`config.mk`:
```
export PLATFORM = sky130hd
export DESIGN_NAME = wb_register_file
export DESIGN_NICKNAME = d
export VERILOG_FILES = /design/src/rtl/wb_register_file.sv
export SDC_FILE = /design/constraint.sdc
export NUM_CORES = 2
export LEC_CHECK = 0
export ABC_AREA = 1
export CAP_MARGIN = 20
export CELL_PAD_IN_SITES_DETAIL_PLACEMENT = 0
export CELL_PAD_IN_SITES_GLOBAL_PLACEMENT = 1
export CORE_UTILIZATION = 25
export DETAILED_ROUTE_END_ITERATION = 10
export HOLD_SLACK_MARGIN = 0.06
export PLACE_DENSITY = 0.64
export SETUP_SLACK_MARGIN = 0.2
export SYNTH_ARGS = -nofsm -noshare
export SYNTH_HDL_FRONTEND = slang
export SYNTH_SLANG_ARGS = --single-unit
```
`constraint.sdc`:
```
create_clock -name Clk -period 4.32 [get_ports Clk]
set_clock_uncertainty 0.2 [all_clocks]
set_input_delay 1.296 -clock Clk [delete_from_list [all_inputs] [get_ports Clk]]
set_output_delay 1.296 -clock Clk [all_outputs]
set_load 0.01 [all_outputs]
```
`src/rtl/wb_register_file.sv`:
```
// Writeback stage: selects the writeback value, resolves the destination (JAL link override),
// commits into a 32x32 register file with same-cycle read bypass, and keeps a writeback trace.
module wb_register_file #(
  parameter int LINK_REG       = 31,
  parameter bit ALLOW_R0_WRITE = 1'b0
) (
  input  logic        Clk,
  input  logic        Reset,
  input  logic        inRegWrite,
  input  logic        inJalSel,
  input  logic [1:0]  inMemToReg,
  input  logic [4:0]  inWriteReg,
  input  logic [31:0] inALUResult,
  input  logic [31:0] inMemData,
  input  logic [31:0] inLinkAddr,
  input  logic [4:0]  inReadReg1,
  input  logic [4:0]  inReadReg2,
  output logic [31:0] outReadData1,
  output logic [31:0] outReadData2,
  output logic        outWBValid,
  output logic [4:0]  outWBReg,
  output logic [31:0] outWBData
);

  localparam logic [4:0] LINK_IDX = 5'(LINK_REG);

  logic [31:0] regs_r [32];
  logic [31:0] wdata_s;
  logic [4:0]  dest_s;
  logic        commit_s;
  logic        bypass_s;
  logic [31:0] rd1_s;
  logic [31:0] rd2_s;
  logic        wb_valid_r;
  logic [4:0]  wb_reg_r;
  logic [31:0] wb_data_r;

  // Writeback source select; encoding 2'b11 aliases the ALU result so nothing goes unknown
  always_comb begin
    wdata_s = inALUResult;
    case (inMemToReg)
      2'b01:   wdata_s = inMemData;
      2'b10:   wdata_s = inLinkAddr;
      default: wdata_s = inALUResult;
    endcase
  end

  // Destination resolution and commit qualification
  always_comb begin
    dest_s = inWriteReg;
    if (inJalSel) begin
      dest_s = LINK_IDX;
    end else begin
      dest_s = inWriteReg;
    end
    commit_s = inRegWrite && ((dest_s != 5'd0) || ALLOW_R0_WRITE);
    // Bypass is held off during reset so the ports read the cleared array
    bypass_s = commit_s && Reset;
  end

  // Read port 1 with same-cycle write bypass
  always_comb begin
    rd1_s = regs_r[inReadReg1];
    if ((inReadReg1 == 5'd0) && !ALLOW_R0_WRITE) begin
      rd1_s = 32'd0;
    end else if (bypass_s && (inReadReg1 == dest_s)) begin
      rd1_s = wdata_s;
    end else begin
      rd1_s = regs_r[inReadReg1];
    end
  end

  // Read port 2 with same-cycle write bypass
  always_comb begin
    rd2_s = regs_r[inReadReg2];
    if ((inReadReg2 == 5'd0) && !ALLOW_R0_WRITE) begin
      rd2_s = 32'd0;
    end else if (bypass_s && (inReadReg2 == dest_s)) begin
      rd2_s = wdata_s;
    end else begin
      rd2_s = regs_r[inReadReg2];
    end
  end

  assign outReadData1 = rd1_s;
  assign outReadData2 = rd2_s;

  // Architectural register array commit
  always_ff @(posedge Clk or negedge Reset) begin
    if (!Reset) begin
      for (int i = 0; i < 32; i++) begin
        regs_r[i] <= 32'd0;
      end
    end else if (commit_s) begin
      regs_r[dest_s] <= wdata_s;
    end
  end

  // Writeback trace: valid every edge, register/data held when nothing commits
  always_ff @(posedge Clk or negedge Reset) begin
    if (!Reset) begin
      wb_valid_r <= 1'b0;
      wb_reg_r   <= 5'd0;
      wb_data_r  <= 32'd0;
    end else begin
      wb_valid_r <= commit_s;
      if (commit_s) begin
        wb_reg_r  <= dest_s;
        wb_data_r <= wdata_s;
      end
    end
  end

  assign outWBValid = wb_valid_r;
  assign outWBReg   = wb_reg_r;
  assign outWBData  = wb_data_r;

endmodule

```
==> results list <==
- The run finished, with violations left.
- Violations in the final reports: negative setup slack
- Dividing total power by cell area gives a power density of 388 mW/mm².
* Portion of the clock cycle consumed by the worst path in the final layout: 1.07
- Dividing the detail-routed via count by the number of cells gives 5.19.
- The final layout contains routed wiring with a total length of 348 mm.
- The number of failing hold endpoints at the final stage is 0.
* CTS Root Buffer Type: clkbuf_16
- In this run, post-CTS hold repair placed 0 buffers.
- The startpoint identified for the worst register-to-register timing path is outWBData[2].
- Critical setup path kind: in2out
- Initial antenna violation count: 17
* Worst hold path startpoint: regs_r[994]
- Count of unique library cells instantiated by Yosys: 31
- RSZ-0062 raised after global routing: yes
- At the pin with the least slew margin, the transition time is 1.03 ns.
- After synthesis the netlist holds a flip-flop and latch count of 1062.
- Met2 Use GR: 0.409
- STA puts the critical path data required time at 2.82 ns.
- The die is 500 µm tall.
* Syn nets: 9527
* I/O Buffers: 218
- In the final layout, the share of cells above drive strength 1 is 0.192.
- The number of global-route vias before repair is 65600.
- By count the netlist is led by 3644 x nand2_1, 1793 x nand3_1, 1062 x dfrtp_1.
* Yosys warning total: 0
* Wire length of the first global-routing pass: 492 mm
- The worst hold path passes through 0 cells.
- Sequential-to-total area share from yosys stat: 0.428
- Final Core Density: 0.350
- Final standard cell count with taps included and fillers excluded: 13400
- In this run the worst path has a maximum fanout of 7.
- Placeable core region: 0.246 mm²
- Across every metal layer, demand over resource in global routing totals 0.270.
* Seq. cell area: 0.0266 mm²
* Total placed cells including tap cells: 12900
- Count of flip-flops with a built-in enable after synthesis: 0
* Clock sink count: 1062
* DRC viols: 0
- The cell count after synthesis came out at 9408.
- For met1 alone, demand over resource in global routing was 0.364.
* Starting utilization of the core area: 0.252
- In this run the count of I/O pins placed on the die edge is 219.
- Tracing the worst setup path back leads to its startpoint at inReadReg2[0].
* Post-place instance area: 0.0743 mm²
* Fin worst setup slack: -0.293 ns
* Final slew viol count: 0
* Final setup violating endpoints: 64
* Clock tree from TritonCTS: yes
- After the first detailed-routing iteration, the DRC count stood at 9537.
* Largest cells by area after synthesis: dfrtp_1 43%, nand2_1 22%, nand3_1 14%
- Row generation in the floorplan step produced 182 rows.
* Post-DR wirelength/cell: 25.9 µm
- Area of combinational cells with multiple inputs: 0.0321 mm²
- Depth of the worst register-to-register path: 2
* Final weighted congestion of routability-driven global placement: 0.933
* Proportion of register bits with asynchronous set or reset after synthesis: 1.00
- CTS built an H-tree with a depth of 3.
- Highest clock rate: 0.217 GHz
* Area leader, netlist: dfrtp_1
* Maximum vdd ir drop: 0.000376 V
* GR met3 Demand/Resource: 0.0554
- After global routing the overflow that remains totals 0.
- Top cell type's share of synthesized area: 0.428
* Highest-utilization routing layer at the global route stage: met2
- In this run the worst hold path is classified as reg2reg.
* Length of the first detailed-routing pass in iterations: 7
- Static leakage power: 0.0408 µW
* Buffers from clock root to sink, at most: 3
* Worst slew margin relative to its limit: 0.312
- The detailed router placed 69700 vias in this run.
- Floorplan die area: 0.250 mm²
- Cell with the most instances after synthesis: nand2_1
- Clock latency on the worst-skew pair: 0.78 ns
* Routed Antenna Nets: 0
- TritonCTS buffer count: 121
- In the final design database the tool counted 10100 nets.
* Layout overhead on the synthesized area: 38.8%
* Endpoint kind of the worst setup timing path: output port
* Largest net degree at the start of global routing: 171
- Horiz. Die Dim: 500 µm
- Primary flip-flop cell chosen by synthesis mapping: dfrtp_1
- Synth Area per Inst: 6.60 µm²
* Worst endpoint data arrival time: 3.12 ns
- Post-route design area: 0.0861 mm²
- After clock tree synthesis, the clock-pin slew on the worst setup and hold paths is 0.06 ns.
- After synthesis the cells add up to 0.0621 mm².
- After filler insertion, the fill cell instance count of the layout stands at 26000.
- Total of max-cap violations: 0
- Minimum period implied by the final worst setup slack: 4.61 ns
- CP Launch Type: input port
- Placed wire-length estimate after detailed placement: 221 mm
## where the power goes
part | total, µW | internal, µW | switching (µW) | leakage (µW)
combinational | 9450 | 3640 | 5810 | 0.0255
sequential | 13000 | 11700 | 1270 | 0.0133
clock | 10900 | 6200 | 4730 | 0.00203
## cells in the final DEF, fill, tap and decap left out, types with 42 or more instances in the layout
cell / n
buf_16: 90
inv_1: 746
nand2_2: 127
nand3_1: 1490
buf_4: 495
buf_6: 143
clkdlybuf4s50_1: 134
buf_12: 256
nand2_1: 3501
o21ai_0: 921
nor2_1: 129
buf_2: 42
nand3_2: 291
dfrtp_1: 1062
clkbuf_16: 143
a21oi_1: 105
## state kept, by name (all words and copies together) (netlist names)
register / flops
regs_r: 1024
outWBData: 32
outWBValid: 1
outWBReg: 5
## final timing paths
path / endpoint / slack, ns
min in group asynchronous: outWBData[28] / 0.46
max reg2reg: outWBData[2] / 3.16
min: regs_r[994] / 0.18
max: outReadData2[31] / -0.29
max in group asynchronous: regs_r[75] / 1.13
min reg2reg: regs_r[994] / 0.18
## kinds of logic (layout without fill, tap and decap cells)
logic type | Yosys count | after routing | synth area share
adders and majority gates | 2 | 2 | 0.000403
buffers and inverters | 1585 | 2266 | 0.0991
xor gates and xnor gates | 6 | 6 | 0.000847
and+or+nand+nor | 5658 | 5658 | 0.383
AOI/OAI and AO/OA | 1095 | 1095 | 0.0884
DFF | 1062 | 1062 | 0.428
other | 0 | 14 | 0
## metrics by stage
step                      worst slack, ns  TNS [ns]  hold slack [ns]  power, µW
after global placement              -1.28    -64.86            0.165      21200
final                              -0.293    -12.29            0.180      33400
after floorplan                     0.177         0            0.229      17400
after global routing               -0.347    -15.90            0.185      35000
after detailed placement            -1.24    -63.61            0.166      21400
after CTS                          -0.273    -12.07            0.181      33100
## what timing repair did
action	CTS	global route
pin swaps	180	161
gates cloned	68	23
setup endpoints to repair	64	64
setup buffers	111	40
gates resized for setup	922	339
## worst max-delay path: stages
cell     delay [ns]
buf_16         0.15
inv_16         0.09
buf_12         0.15
buf_16         0.15
nand2_2        0.05
nand4_1        0.13
nor2_4         0.21
buf_6          0.17
nand3_4        0.15
nand2_1        0.11
inv_1          0.05
nand2_2        0.08
buf_12         0.12
inv_4          0.03
buf_6          0.10
## area by class of cell
cell class | instances | area share
multi-input combinational | 6761 | 0.373
sequential | 1062 | 0.309
timing repair buffer | 1234 | 0.185
tap | 3312 | 0.0481
clock buffer | 179 | 0.0418
inverter | 802 | 0.0364
clock inverter | 47 | 0.00540
timing repair inverter | 4 | 0.000871
antenna | 14 | 0.000407
## per-layer routing
metal	up-vias	routed length, µm	share of wire
met1	34200	146000	0.42
li1	31100	-	-
met3	768	33000	0.095
met4	4	20100	0.058
met5	-	26	0.000075
met2	3601	149000	0.43
No activity file was read; power rests on OpenSTA's default activity.
